==> config.mk <==
export PLATFORM = sky130hd
export DESIGN_NAME = pacman_key_queue_flat
export DESIGN_NICKNAME = d
export VERILOG_FILES = /design/src/rtl/pacman_key_queue_pkg.sv /design/src/rtl/pacman_key_queue_if.sv /design/src/rtl/pacman_key_queue_dir_fifo.sv /design/src/rtl/pacman_key_queue.sv /design/src/flat_wrapper.sv
export SDC_FILE = /design/constraint.sdc
export NUM_CORES = 1
export LEC_CHECK = 0
export CORE_MARGIN = 10
export CORE_UTILIZATION = 50
export DETAILED_ROUTE_END_ITERATION = 6
export PLACE_DENSITY = 0.72
export SLEW_MARGIN = 40
export SYNTH_ARGS = -nofsm -noshare
export SYNTH_HDL_FRONTEND = slang
export SYNTH_SLANG_ARGS = --single-unit
==> constraint.sdc <==
create_clock -name clk -period 9.2 [get_ports clk]
set_input_delay 0.92 -clock clk [delete_from_list [all_inputs] [get_ports clk]]
set_output_delay 0.92 -clock clk [all_outputs]
set_load 0.01 [all_outputs]
==> src/rtl/pacman_key_queue_pkg.sv <==
// Shared types for the player keyboard front end: direction codes, key codes,
// handshake states and the key decoder.
package pacman_key_queue_pkg;

    typedef enum logic [1:0] {
        DIR_UP    = 2'd0,
        DIR_LEFT  = 2'd1,
        DIR_DOWN  = 2'd2,
        DIR_RIGHT = 2'd3
    } dir_e;

    localparam logic [7:0] KEY_UP    = 8'hf7;
    localparam logic [7:0] KEY_DOWN  = 8'hf3;
    localparam logic [7:0] KEY_LEFT  = 8'he1;
    localparam logic [7:0] KEY_RIGHT = 8'he4;

    typedef enum logic [1:0] {
        HS_IDLE     = 2'd0,
        HS_ACK      = 2'd1,
        HS_WAIT_REL = 2'd2
    } hs_state_e;

    typedef struct packed {
        logic valid;
        dir_e dir;
    } key_dec_t;

    function automatic key_dec_t decode_key(input logic [7:0] code);
        key_dec_t d;
        d.valid = 1'b1;
        d.dir   = DIR_UP;
        case (code)
            KEY_UP:    d.dir = DIR_UP;
            KEY_DOWN:  d.dir = DIR_DOWN;
            KEY_LEFT:  d.dir = DIR_LEFT;
            KEY_RIGHT: d.dir = DIR_RIGHT;
            default:   d.valid = 1'b0;
        endcase
        return d;
    endfunction

endpackage

==> src/rtl/pacman_key_queue_if.sv <==
// Keyboard / CPU side signals of the player key queue.
interface pacman_key_queue_if #(parameter int DEPTH = 4);
    logic [7:0]              keycode;
    logic                    keystrobe;
    logic                    frame_tick;
    logic                    consume;
    logic [1:0]              dir_out;
    logic                    dir_pending;
    logic [$clog2(DEPTH):0]  count;
    logic                    overflow;

    modport master (
        output keycode, frame_tick, consume,
        input  keystrobe, dir_out, dir_pending, count, overflow
    );

    modport slave (
        input  keycode, frame_tick, consume,
        output keystrobe, dir_out, dir_pending, count, overflow
    );
endinterface

==> src/rtl/pacman_key_queue_dir_fifo.sv <==
// DEPTH x 2-bit turn queue: push, pop, overwrite-tail and head/tail peek.
// The caller never requests overwrite together with pop.
module dir_fifo #(
    parameter int DEPTH = 4
) (
    input  logic                    clk,
    input  logic                    reset,
    input  logic                    push,
    input  logic                    overwrite,
    input  logic                    pop,
    input  logic [1:0]              din,
    output logic [1:0]              head,
    output logic [1:0]              tail,
    output logic [$clog2(DEPTH):0]  count
);
    localparam int PW = $clog2(DEPTH);

    logic [1:0]    mem [DEPTH];
    logic [PW-1:0] rd_ptr;
    logic [PW-1:0] wr_ptr;
    logic [PW-1:0] tail_ptr;
    logic          advance;

    assign tail_ptr = wr_ptr - PW'(1);
    assign advance  = push && !overwrite;
    assign head     = mem[rd_ptr];
    assign tail     = mem[tail_ptr];

    always_ff @(posedge clk) begin
        if (!reset) begin
            // NOTE: sequential state uses <= so every register samples pre-edge values.
            rd_ptr <= '0;
            wr_ptr <= '0;
            count  <= '0;
        end else begin
            if (pop)
                rd_ptr <= rd_ptr + PW'(1);
            if (advance)
                wr_ptr <= wr_ptr + PW'(1);
            count <= count + (PW+1)'(advance) - (PW+1)'(pop);
        end
    end

    // NOTE: storage is not reset; entries are only read while count says they are live.
    always_ff @(posedge clk) begin
        if (push)
            mem[overwrite ? tail_ptr : wr_ptr] <= din;
    end

endmodule

==> src/rtl/pacman_key_queue.sv <==
// Player keyboard front end: keycode handshake, direction decode, turn queue
// with per-frame expiry, and the desired rotation fed to playerRot.
module pacman_key_queue
    import pacman_key_queue_pkg::*;
#(
    parameter int DEPTH         = 4,
    parameter int EXPIRE_FRAMES = 8
) (
    input  logic               clk,
    input  logic               reset,
    pacman_key_queue_if.slave  bus
);
    localparam int CW = $clog2(DEPTH) + 1;

    hs_state_e       state;
    key_dec_t        dec;
    dir_e            last_dir;
    logic [7:0]      age;
    logic [1:0]      fifo_head;
    logic [1:0]      fifo_tail;
    logic [CW-1:0]   fifo_count;
    logic [CW-1:0]   post_count;
    logic            empty;
    logic            key_push;
    logic            expire;
    logic            pop;
    logic            dup;
    logic            push_ok;
    logic            overwrite;

    assign dec      = decode_key(bus.keycode);
    assign empty    = (fifo_count == '0);
    assign key_push = (state == HS_IDLE) && bus.keycode[7] && dec.valid;
    assign expire   = bus.frame_tick && !empty && (age == 8'(EXPIRE_FRAMES - 1));
    assign pop      = (bus.consume || expire) && !empty;

    // Duplicate and full checks look at the queue as it stands after this cycle's pop.
    assign post_count = fifo_count - CW'(pop);
    assign dup        = (post_count != '0) && (dec.dir == fifo_tail);
    assign push_ok    = key_push && !dup;
    assign overwrite  = push_ok && (post_count == CW'(DEPTH));

    dir_fifo #(.DEPTH(DEPTH)) u_fifo (
        .clk       (clk),
        .reset     (reset),
        .push      (push_ok),
        .overwrite (overwrite),
        .pop       (pop),
        .din       (dec.dir),
        .head      (fifo_head),
        .tail      (fifo_tail),
        .count     (fifo_count)
    );

    always_ff @(posedge clk) begin
        if (!reset) begin
            state         <= HS_IDLE;
            bus.keystrobe <= 1'b0;
        end else begin
            case (state)
                HS_IDLE: if (bus.keycode[7]) begin
                    state         <= HS_ACK;
                    bus.keystrobe <= 1'b1;
                end
                HS_ACK: begin
                    state         <= HS_WAIT_REL;
                    bus.keystrobe <= 1'b0;
                end
                HS_WAIT_REL: if (!bus.keycode[7])
                    state <= HS_IDLE;
                default: begin
                    state         <= HS_IDLE;
                    bus.keystrobe <= 1'b0;
                end
            endcase
        end
    end

    always_ff @(posedge clk) begin
        if (!reset) begin
            last_dir     <= DIR_LEFT;
            age          <= '0;
            bus.overflow <= 1'b0;
        end else begin
            // Expiry drops the head silently; only a CPU consume records it.
            if (bus.consume && !empty)
                last_dir <= dir_e'(fifo_head);
            if (pop || empty)
                age <= '0;
            else if (bus.frame_tick)
                age <= age + 8'd1;
            if (overwrite)
                bus.overflow <= 1'b1;
        end
    end

    assign bus.count       = fifo_count;
    assign bus.dir_pending = !empty;
    assign bus.dir_out     = empty ? last_dir : fifo_head;

endmodule

==> src/flat_wrapper.sv <==
// flat-port wrapper written by rule: the top's interface ports become plain ports
module pacman_key_queue_flat import pacman_key_queue_pkg::*;
#(
    parameter int DEPTH         = 4,
    parameter int EXPIRE_FRAMES = 8
)
  (clk, reset, bus_keycode, bus_frame_tick, bus_consume, bus_keystrobe, bus_dir_out, bus_dir_pending, bus_count, bus_overflow);
  pacman_key_queue_if #(.DEPTH(DEPTH)) bus_i ();
  input  logic clk;
  input  logic reset;
  input wire logic [$bits(bus_i.keycode)-1:0] bus_keycode;
  input wire logic [$bits(bus_i.frame_tick)-1:0] bus_frame_tick;
  input wire logic [$bits(bus_i.consume)-1:0] bus_consume;
  output wire logic [$bits(bus_i.keystrobe)-1:0] bus_keystrobe;
  output wire logic [$bits(bus_i.dir_out)-1:0] bus_dir_out;
  output wire logic [$bits(bus_i.dir_pending)-1:0] bus_dir_pending;
  output wire logic [$bits(bus_i.count)-1:0] bus_count;
  output wire logic [$bits(bus_i.overflow)-1:0] bus_overflow;
  assign bus_i.keycode = bus_keycode;
  assign bus_i.frame_tick = bus_frame_tick;
  assign bus_i.consume = bus_consume;
  assign bus_keystrobe = bus_i.keystrobe;
  assign bus_dir_out = bus_i.dir_out;
  assign bus_dir_pending = bus_i.dir_pending;
  assign bus_count = bus_i.count;
  assign bus_overflow = bus_i.overflow;
  pacman_key_queue #(.DEPTH(DEPTH), .EXPIRE_FRAMES(EXPIRE_FRAMES)) u_core (.clk(clk), .reset(reset), .bus(bus_i));
endmodule
==> flow_metrics.env, run 1 <==
export IMPL_synth_yosys_seq_area_share_pct=44.9
export IMPL_max_freq_mhz=250
export IMPL_crit_type="input port to register"
export IMPL_layout_area_seq_um2=701
export IMPL_dp_hpwl_um=2460
export IMPL_die_x_um=75.9
export IMPL_final_nets=204
export IMPL_ant_nets=0
export IMPL_crit_end="u_core.u_fifo.count[2]$_SDFF_PN0_"
export IMPL_synth_edff_count=8
export IMPL_start_util_pct=51.6
export IMPL_synthDominantCellAreaShare_pct=29.5
export IMPL_timing_final_crit_share_pct=43.5
export IMPL_wl_um=3170
export IMPL_crit_path_start_kind="input port"
export IMPL_cts_tree="built"
export IMPL_ctsHoldBuffers=0
export IMPL_worstPathMaxFanout=5
export IMPL_cp_required_ns=9.43
export IMPL_synth_warnings=0
export IMPL_ir_drop_mv=0.163
export IMPL_cts_buffers=5
export IMPL_tightest_slew_ns=0.560
export IMPL_drc=0
export IMPL_rr_endpoint="u_core.u_fifo.count[2]$_SDFF_PN0_"
export IMPL_finalSetupViolations=0
export IMPL_cp_startpoint="bus_frame_tick"
export IMPL_maxCapViolCount=0
export IMPL_final_cell_mix="24 x nor2_1, 23 x dfxtp_1, 19 x nand2_1, 19 x clkdlybuf4s50_1"
export IMPL_finClkSkew_ns=0.00842
export IMPL_yosysUniqueCellTypes=39
export IMPL_cp_end_kind="register"
export IMPL_nFillCells=271
export IMPL_yosys_top_cells_area="dfxtp_1 29%, edfxtp_1 15%, mux4_2 5.8%"
export IMPL_dieArea_um2=5760
export IMPL_yosys_area_top_type="dfxtp_1"
export IMPL_antennaDiodeCount=0
export IMPL_drive_above_1_share_pct=7.98
export IMPL_synth_cell_area_um2=1560
export IMPL_cts_root_buf="clkbuf_4"
export IMPL_die_h_um=75.9
export IMPL_tns_ns=0
export IMPL_initialDrtViolationCount=69
export IMPL_worstPathArrival_ns=4.23
export IMPL_synth_nets=180
export IMPL_vias=1250
export IMPL_syn_to_final_growth_pct=17.8
export IMPL_reg2reg_slack_ns=5.76
export IMPL_antenna_found_initial=0
export IMPL_layout_commonest_cell="nor2_1"
export IMPL_power_density_nw_per_um2=217
export IMPL_cts_sinks=31
export IMPL_r2r_start="u_core.age[0]$_SDFFE_PP0P_"
export IMPL_io_buffer_count=19
export IMPL_htree_levels=2
export IMPL_yosys_most_used_dff="dfxtp_1"
export IMPL_routedWlPerCell_um=13.7
export IMPL_grt_max_degree=11
export IMPL_leakage_uw=0.000639
export IMPL_grt_pass1_vias=1213
export IMPL_grt_usage_pct=12.2
export IMPL_viasPerCell=5.39
export IMPL_post_cts_resize_count=0
export IMPL_async_reset_ff_share_pct=0
export IMPL_syn_avg_cell_area_um2=9.58
export IMPL_r2r_cells=17
export IMPL_slew_violations=0
export IMPL_gp_congestion=0.776
export IMPL_first_pass_iters=5
export IMPL_clk_pin_slew_ns=0.09
export IMPL_cts_path_max_buffers=2
export IMPL_hold_viol_final=0
export IMPL_gr_total_overflow=0
export IMPL_io_pins=20
export IMPL_post_cts_setup_buffer_count=0
export IMPL_period_minus_slack_ns=4.00
export IMPL_worstSkewPairLatency_ns=0.33
export IMPL_placementRows=20
export IMPL_grt_pass1_wl_um=5290
export IMPL_slew_limit_headroom_pct=62.6
export IMPL_multi_input_area_um2=811
export IMPL_rsz0062_at_grt="false"
export IMPL_ys_ff_latch=31
export IMPL_core_um2=3030
export IMPL_status="completed"
export IMPL_min_path_type="register to register"
export IMPL_netlist_instances=163
export IMPL_finalPower_uw=399
[stage by stage]
step                      hold WS (ns)  setup slack [ns]  utilization (%)  cells  cell area (um^2)
after CTS                        0.462              5.25             60.7    232              1840
after global placement           0.436              5.02             59.1    224              1790
after detailed placement         0.445              4.91             59.1    224              1790
after global routing             0.479              4.92             60.7    232              1840
after floorplan                  0.437              5.69                -    163              1560
final                            0.456              5.20             60.7    232              1840
[registers in the layout, indices dropped and copies added (netlist names), named ones only]
signal                flops
u_core.age                8
u_core.bus.keystrobe      1
u_core.bus.overflow       1
u_core.last_dir           2
u_core.state              2
u_core.u_fifo.count       3
u_core.u_fifo.mem         8
u_core.u_fifo.rd_ptr      2
u_core.u_fifo.wr_ptr      2
[area by class of cell]
cell class | instances | area share, %
multi-input cells | 121 | 44.1
flip-flops and latches | 31 | 38.1
repair buffers | 19 | 10.3
well taps | 44 | 2.99
clock buffers | 6 | 2.24
inverters | 9 | 1.84
clock inverters | 2 | 0.408
[synth_stat cells (2+ instances only)]
| cell | count |
|---|---|
| or3_1 | 3 |
| mux4_2 | 4 |
| and2_1 | 3 |
| inv_1 | 8 |
| edfxtp_1 | 8 |
| o21ai_0 | 3 |
| nand3_1 | 8 |
| xor2_1 | 7 |
| nor3_1 | 6 |
| ha_1 | 4 |
| xnor2_1 | 7 |
| nor2b_1 | 2 |
| nand2_1 | 19 |
| nand2b_1 | 2 |
| a21oi_1 | 7 |
| nand4_1 | 3 |
| dfxtp_1 | 23 |
| nor2_1 | 24 |
| nand4b_1 | 2 |
[layer usage]
metal / GRT usage (%) / vias up / part of all wire, %
met4: 7.22 / 0 / 2.7
met5: 0 / - / 0
li1: - / 621 / -
met1: 13.9 / 591 / 46
met2: 19.1 / 28 / 46
met3: 4.69 / 10 / 6.1
[critical path, cell delays in order]
cell             delay (ns)
clkdlybuf4s50_1        0.57
and3_1                 0.23
a31oi_1                0.11
nor2_1                 0.30
ha_1                   0.17
nor2b_1                0.23
nor2b_1                0.16
inv_1                  0.06
o31ai_1                0.08
nand3_1                0.13
ha_1                   0.30
inv_1                  0.04
ha_1                   0.18
fa_1                   0.38
xnor2_1                0.17
xnor2_1                0.13
nor2_1                 0.05
[kinds of logic after synthesis]
logic type                 Yosys count  synth area share [%]
AOI/OAI and AO/OA                   18                  7.85
xor gates and xnor gates            14                  7.85
adders and majority gates            5                  4.49
buffers and inverters               11                  3.20
DFF                                 31                  44.9
muxes                                6                  7.13
and+or+nand+nor                     78                  24.6
[worst min-delay path by stage]
stage / startpoint / endpoint / slack, ns / cells past startpoint
3_3_place_gp: u_core.bus.keystrobe$_SDFFE_PN0P_ / u_core.bus.keystrobe$_SDFFE_PN0P_ / 0.44 / 2
4_1_cts: u_core.bus.keystrobe$_SDFFE_PN0P_ / u_core.bus.keystrobe$_SDFFE_PN0P_ / 0.46 / 2
6_report: u_core.bus.keystrobe$_SDFFE_PN0P_ / u_core.bus.keystrobe$_SDFFE_PN0P_ / 0.46 / 2
3_5_place_dp: u_core.bus.keystrobe$_SDFFE_PN0P_ / u_core.bus.keystrobe$_SDFFE_PN0P_ / 0.45 / 2
2_1_floorplan: u_core.last_dir[1]$_SDFFE_PN0P_ / u_core.last_dir[1]$_SDFFE_PN0P_ / 0.44 / 2
5_1_grt: u_core.bus.keystrobe$_SDFFE_PN0P_ / u_core.bus.keystrobe$_SDFFE_PN0P_ / 0.48 / 2
[report_power, final]
group          leakage, uW  switching [uW]  internal, uW
logic             0.000346            82.0          75.5
registers         0.000266            13.5           155
clock network    0.0000273            45.3          28.2
No activity file was read; power rests on OpenSTA's default activity.
==> inputs of run 2 (changes only) <==
clock period = 3.8 ns   (was 9.2 ns; I/O delays follow)
==> run 2 against run 1 <==
Net effect: largest cell class unchanged; power up 150%; non-clock buffer count up 3; flip-flop and latch count unchanged; critical endpoint unchanged.
==> flow_metrics.env, run 2 (synthesis results as in run 1) <==
export IMPL_finClkSkew_ns=0.00172
export IMPL_crit_chain="ha_1 > and3_1 > a31oi_1 > nor2_1 > ha_1 > nor2b_1 > nor2b_1 > inv_1 > o31ai_1 > nand3_1 > ha_1 > inv_1 > ha_1 > fa_1 > xnor2_1 > xnor2_1 > nor2_1"
export IMPL_initialDrtViolationCount=79
export IMPL_finalPower_uw=979
export IMPL_nFillCells=269
export IMPL_antenna_found_initial=0
export IMPL_layout_commonest_cell="nor2_1"
export IMPL_grt_usage_pct=12.7
export IMPL_gr_total_overflow=0
export IMPL_core_um2=3030
export IMPL_final_cell_mix="24 x nor2_1, 23 x dfxtp_1, 19 x nand2_1, 19 x clkdlybuf4s50_1"
export IMPL_htree_levels=2
export IMPL_drive_above_1_share_pct=11.0
export IMPL_finalSetupViolations=0
export IMPL_wl_um=3130
export IMPL_cts_root_buf="clkbuf_4"
export IMPL_first_pass_iters=4
export IMPL_cp_depth=17
export IMPL_rr_endpoint="u_core.u_fifo.count[2]$_SDFF_PN0_"
export IMPL_viasPerCell=5.18
export IMPL_maxCapViolCount=0
export IMPL_antennaDiodeCount=0
export IMPL_layout_area_seq_um2=701
export IMPL_cts_sinks=31
export IMPL_crit_buf_inv=2
export IMPL_crit_end="u_core.u_fifo.count[2]$_SDFF_PN0_"
export IMPL_slew_limit_headroom_pct=67.7
export IMPL_slew_violations=0
export IMPL_grt_pass1_vias=1252
export IMPL_r2r_start="u_core.age[0]$_SDFFE_PP0P_"
export IMPL_tns_ns=0
export IMPL_io_buffer_count=19
export IMPL_switching_share_pct=35.0
export IMPL_post_cts_resize_count=0
export IMPL_clk_pin_slew_ns=0.09
export IMPL_period_minus_slack_ns=3.44
export IMPL_worstPathMaxFanout=4
export IMPL_cts_tree="built"
export IMPL_crit_family="adder cells"
export IMPL_min_path_type="register to register"
export IMPL_cp_required_ns=4.03
export IMPL_worstPathArrival_ns=3.68
export IMPL_post_cts_setup_buffer_count=0
export IMPL_worstSkewPairLatency_ns=0.34
export IMPL_die_x_um=75.9
export IMPL_status="completed"
export IMPL_max_freq_mhz=290
export IMPL_placed_area_um2=1810
export IMPL_power_density_nw_per_um2=525
export IMPL_critical_path_max_stage_delay_ns=0.38
export IMPL_crit_type="register to register"
export IMPL_start_util_pct=51.6
export IMPL_rsz0062_at_grt="false"
export IMPL_io_pins=20
export IMPL_tightest_slew_ns=0.480
export IMPL_reg_top3="u_core.age: 8 flops, u_core.u_fifo.mem: 8 flops, u_core.u_fifo.count: 3 flops"
export IMPL_grt_pass1_wl_um=5460
export IMPL_stdcell_area_um2=1870
export IMPL_seqPwrFrac_pct=41.6
export IMPL_crit_path_start_kind="register"
export IMPL_r2r_cells=17
export IMPL_cts_path_max_buffers=2
export IMPL_ctsHoldBuffers=0
export IMPL_timing_final_crit_share_pct=90.6
export IMPL_dp_hpwl_um=2480
export IMPL_final_nets=207
export IMPL_clockPowerShare_pct=18.4
export IMPL_vias=1218
export IMPL_drc=0
export IMPL_die_h_um=75.9
export IMPL_reg2reg_slack_ns=0.36
export IMPL_path_common_cell="ha_1"
export IMPL_internal_power_uw=637
export IMPL_placementRows=20
export IMPL_multi_input_area_um2=811
export IMPL_cp_startpoint="u_core.age[0]$_SDFFE_PP0P_"
export IMPL_cp_end_kind="register"
export IMPL_ant_nets=0
export IMPL_combPwrFrac_pct=40.0
export IMPL_ir_drop_mv=0.309
export IMPL_postLayoutCoreUtil_pct=61.6
export IMPL_p_sw_uw=342
export IMPL_gp_congestion=0.768
export IMPL_dieArea_um2=5760
export IMPL_hold_viol_final=0
export IMPL_leakage_uw=0.000661
export IMPL_grt_max_degree=11
export IMPL_routedWlPerCell_um=13.3
export IMPL_slowest_stage="fa_1"
export IMPL_syn_to_final_growth_pct=19.5
export IMPL_cts_buffers=5
[run 2: power groups by stage]
stage / Sequential [uW] / Clock (uW) / Combinational [uW]
finish: 407 / 180 / 392
global route: 414 / 209 / 446
CTS: 408 / 187 / 398
floorplan: 413 / 0 / 240
global placement: 412 / 0 / 377
detailed placement: 415 / 0 / 396
[run 2: per-layer routing]
metal,vias up,global-route usage [%],wire (um)
met1,559,14.7,1450
met5,-,0,0
met4,0,4.74,54
met2,24,19.5,1390
met3,6,6.77,234
li1,629,-,-
[run 2: worst reg2reg max path, stage by stage, from the launching register on]
cell and delay (ns):
dfxtp_1 0.34, ha_1 0.21, and3_1 0.21, a31oi_1 0.17, nor2_1 0.13, ha_1 0.31, nor2b_1 0.22, nor2b_1 0.17
inv_1 0.06, o31ai_1 0.09, nand3_1 0.13, ha_1 0.31, inv_1 0.04, ha_1 0.18, fa_1 0.38, xnor2_1 0.18
xnor2_1 0.14, nor2_1 0.05
[run 2: cell type report]
type / instances / area share [%]
multi-input combinational: 121 / 43.5
sequential: 31 / 37.6
timing repair buffer: 22 / 11.4
tap: 44 / 2.95
clock buffer: 5 / 2.01
inverter: 9 / 1.81
clock inverter: 3 / 0.805
[run 2: how the worst min path moves through the flow]
stage	end	cells past startpoint	startpoint
3_5_place_dp	u_core.bus.keystrobe$_SDFFE_PN0P_	2	u_core.bus.keystrobe$_SDFFE_PN0P_
4_1_cts	u_core.bus.keystrobe$_SDFFE_PN0P_	2	u_core.bus.keystrobe$_SDFFE_PN0P_
6_report	u_core.bus.keystrobe$_SDFFE_PN0P_	2	u_core.bus.keystrobe$_SDFFE_PN0P_
2_1_floorplan	u_core.last_dir[1]$_SDFFE_PN0P_	2	u_core.last_dir[1]$_SDFFE_PN0P_
5_1_grt	u_core.bus.keystrobe$_SDFFE_PN0P_	2	u_core.bus.keystrobe$_SDFFE_PN0P_
3_3_place_gp	u_core.bus.keystrobe$_SDFFE_PN0P_	2	u_core.bus.keystrobe$_SDFFE_PN0P_
[run 2: per-stage QoR]
step,hold WS (ns),std cells,setup WS [ns]
after floorplan,0.437,163,0.657
after global placement,0.438,227,0.282
after detailed placement,0.448,227,0.114
after CTS,0.459,235,0.333
after global routing,0.499,235,0.0239
final,0.458,235,0.356
==> inputs of run 3 (changes only) <==
GPL_TIMING_DRIVEN = 0   (was not set)
MAX_ROUTING_LAYER = met4   (was not set)
==> run 3 against run 2 <==
Net effect: via count is 2.2% higher; critical path depth unchanged; global-route usage rose by 0.28 points; flip-flop and latch count did not move; clock power is 38% higher; register-to-register slack worse by 0.04 ns; power grew 6.6%; critical path type unchanged.
==> flow_metrics.env, run 3 (synthesis results as in run 1) <==
export IMPL_final_cell_mix="23 x nor2_1, 23 x dfxtp_1, 19 x nand2_1, 19 x clkdlybuf4s50_1"
export IMPL_hold_viol_final=0
export IMPL_dp_cells=226
export IMPL_period_minus_slack_ns=3.49
export IMPL_reg2reg_slack_ns=0.31
export IMPL_slowest_stage="fa_1"
export IMPL_cp_end_kind="register"
export IMPL_min_path_type="register to register"
export IMPL_crit_buf_inv=2
export IMPL_crit_chain="ha_1 > and3_1 > a31oi_1 > nor2_2 > ha_1 > nor2b_1 > nor2b_1 > inv_1 > o31ai_1 > nand3_1 > ha_1 > inv_1 > ha_1 > fa_1 > xnor2_1 > xnor2_1 > nor2_1"
export IMPL_holdPathStages=2
export IMPL_hold_end="u_core.bus.keystrobe$_SDFFE_PN0P_"
export IMPL_timing_final_crit_share_pct=91.8
export IMPL_drc=0
export IMPL_die_h_um=75.9
export IMPL_crit_family="adder cells"
export IMPL_cts_tree="built"
export IMPL_cts_buffers=5
export IMPL_slew_limit_headroom_pct=58.4
export IMPL_finalSetupViolations=0
export IMPL_crit_type="register to register"
export IMPL_final_nets=206
export IMPL_power_density_nw_per_um2=551
export IMPL_ant_nets=0
export IMPL_vias=1245
export IMPL_r2r_cells=17
export IMPL_ir_drop_mv=0.292
export IMPL_initialDrtViolationCount=73
export IMPL_io_pins=20
export IMPL_slew_violations=0
export IMPL_drive_above_1_share_pct=11.6
export IMPL_gp_congestion=0.745
export IMPL_htree_levels=2
export IMPL_placementRows=20
export IMPL_grt_pass1_wl_um=5350
export IMPL_cts_root_buf="clkbuf_4"
export IMPL_final_cells=234
export IMPL_finalPower_uw=1040
export IMPL_holdCritStartpoint="u_core.bus.keystrobe$_SDFFE_PN0P_"
export IMPL_tightest_slew_ns=0.623
export IMPL_rr_endpoint="u_core.u_fifo.count[2]$_SDFF_PN0_"
export IMPL_max_freq_mhz=287
export IMPL_antenna_found_initial=0
export IMPL_post_cts_setup_buffer_count=0
export IMPL_path_common_cell="ha_1"
export IMPL_syn_to_final_growth_pct=21.4
export IMPL_crit_path_start_kind="register"
export IMPL_first_pass_iters=4
export IMPL_worstPathMaxFanout=4
export IMPL_io_buffer_count=19
export IMPL_cts_sinks=31
export IMPL_leakage_uw=0.000671
export IMPL_finClkSkew_ns=0.0129
export IMPL_critical_path_max_stage_delay_ns=0.38
export IMPL_clk_pin_slew_ns=0.11
export IMPL_viasPerCell=5.32
export IMPL_worstSkewPairLatency_ns=0.35
export IMPL_antennaDiodeCount=0
export IMPL_dp_slack_ns=-0.138
export IMPL_status="completed"
export IMPL_gr_total_overflow=0
export IMPL_reg_top3="u_core.age: 8 flops, u_core.u_fifo.mem: 8 flops, u_core.u_fifo.count: 3 flops"
export IMPL_grt_pass1_vias=1199
export IMPL_postLayoutSetupSlackWorst_ns=0.313
export IMPL_maxCapViolCount=0
export IMPL_grt_max_degree=11
export IMPL_r2r_start="u_core.age[0]$_SDFFE_PP0P_"
export IMPL_grt_usage_pct=13.0
export IMPL_worstPathArrival_ns=3.72
export IMPL_cts_path_max_buffers=2
export IMPL_start_util_pct=51.6
export IMPL_cp_required_ns=4.03
export IMPL_die_x_um=75.9
export IMPL_rsz0062_at_grt="false"
export IMPL_wl_um=3140
export IMPL_dp_hpwl_um=2460
export IMPL_routedWlPerCell_um=13.4
export IMPL_dieArea_um2=5760
export IMPL_core_um2=3030
[run 3: cell types whose count changed in the layout (fill, tap and decap cells not counted), sizes merged]
cell | before | now
clkbuf | 5 | 7
buf | 3 | 2
clkinv | 4 | 2
[run 3: what timing repair did]
item,4_1_cts,5_1_grt
endpoints found under the setup margin,0,1
resized for setup,0,2
hold buffers,0,0
[run 3: how the worst max path moves through the flow]
stage                                          start  cells after the start  slack (ns)                           endpoint
after floorplan           u_core.age[0]$_SDFFE_PP0P_                     17        0.66  u_core.u_fifo.count[2]$_SDFF_PN0_
after global placement                bus_frame_tick                     17      -0.003  u_core.u_fifo.count[2]$_SDFF_PN0_
after detailed placement              bus_frame_tick                     17       -0.14  u_core.u_fifo.count[2]$_SDFF_PN0_
after CTS                             bus_frame_tick                     17        0.24  u_core.u_fifo.count[2]$_SDFF_PN0_
after global routing      u_core.age[0]$_SDFFE_PP0P_                     17        0.06  u_core.u_fifo.count[2]$_SDFF_PN0_
final                     u_core.age[0]$_SDFFE_PP0P_                     17        0.31  u_core.u_fifo.count[2]$_SDFF_PN0_
[run 3: final cells by class]
| cell class | count | area, um^2 |
|---|---|---|
| Fill cell | 260 | 1130 |
| Sequential cell | 31 | 701 |
| Timing Repair Buffer | 19 | 190 |
| Buffer | 2 | 16.3 |
| Clock inverter | 1 | 5.00 |
| Tap cell | 44 | 55.1 |
| Multi-Input combinational cell | 121 | 818 |
| Inverter | 9 | 33.8 |
| Clock buffer | 7 | 76.3 |
[run 3: per-stage QoR]
stage / hold slack (ns) / util, % / setup TNS [ns] / cell area, um^2
after global placement: 0.435 / 59.7 / -0.00315 / 1810
after detailed placement: 0.447 / 59.7 / -0.138 / 1810
after CTS: 0.463 / 62.4 / 0 / 1890
after floorplan: 0.437 / - / 0 / 1560
final: 0.462 / 62.6 / 0 / 1900
after global routing: 0.503 / 62.6 / 0 / 1900
[run 3: layer usage]
metal  share of wire (%)  GRT usage, %  vias up
met3                 6.1          5.60        6
li1                    -             -      628
met2                  47          20.3       30
met1                  44          13.9      581
met4                 1.9          6.60        0
met5                   0             -        -
[run 3: report_power, final]
group / total [uW] / leakage [uW] / switching, uW / internal (uW)
Clock: 248 / 0.0000464 / 119 / 129
Combinational: 389 / 0.000359 / 202 / 187
Sequential: 407 / 0.000266 / 32.7 / 374
Total: 1040 / 0.000671 / 354 / 690
[run 3: worst reg2reg max path: cells and delay by family, from the launching register on]
family | cells | cell delay, ns
AOI/OAI and AO/OA | 2 | 0.30
xor gates and xnor gates | 2 | 0.33
adders and majority gates | 5 | 1.37
buffers and inverters | 2 | 0.10
DFF | 1 | 0.34
and+or+nand+nor | 6 | 0.95
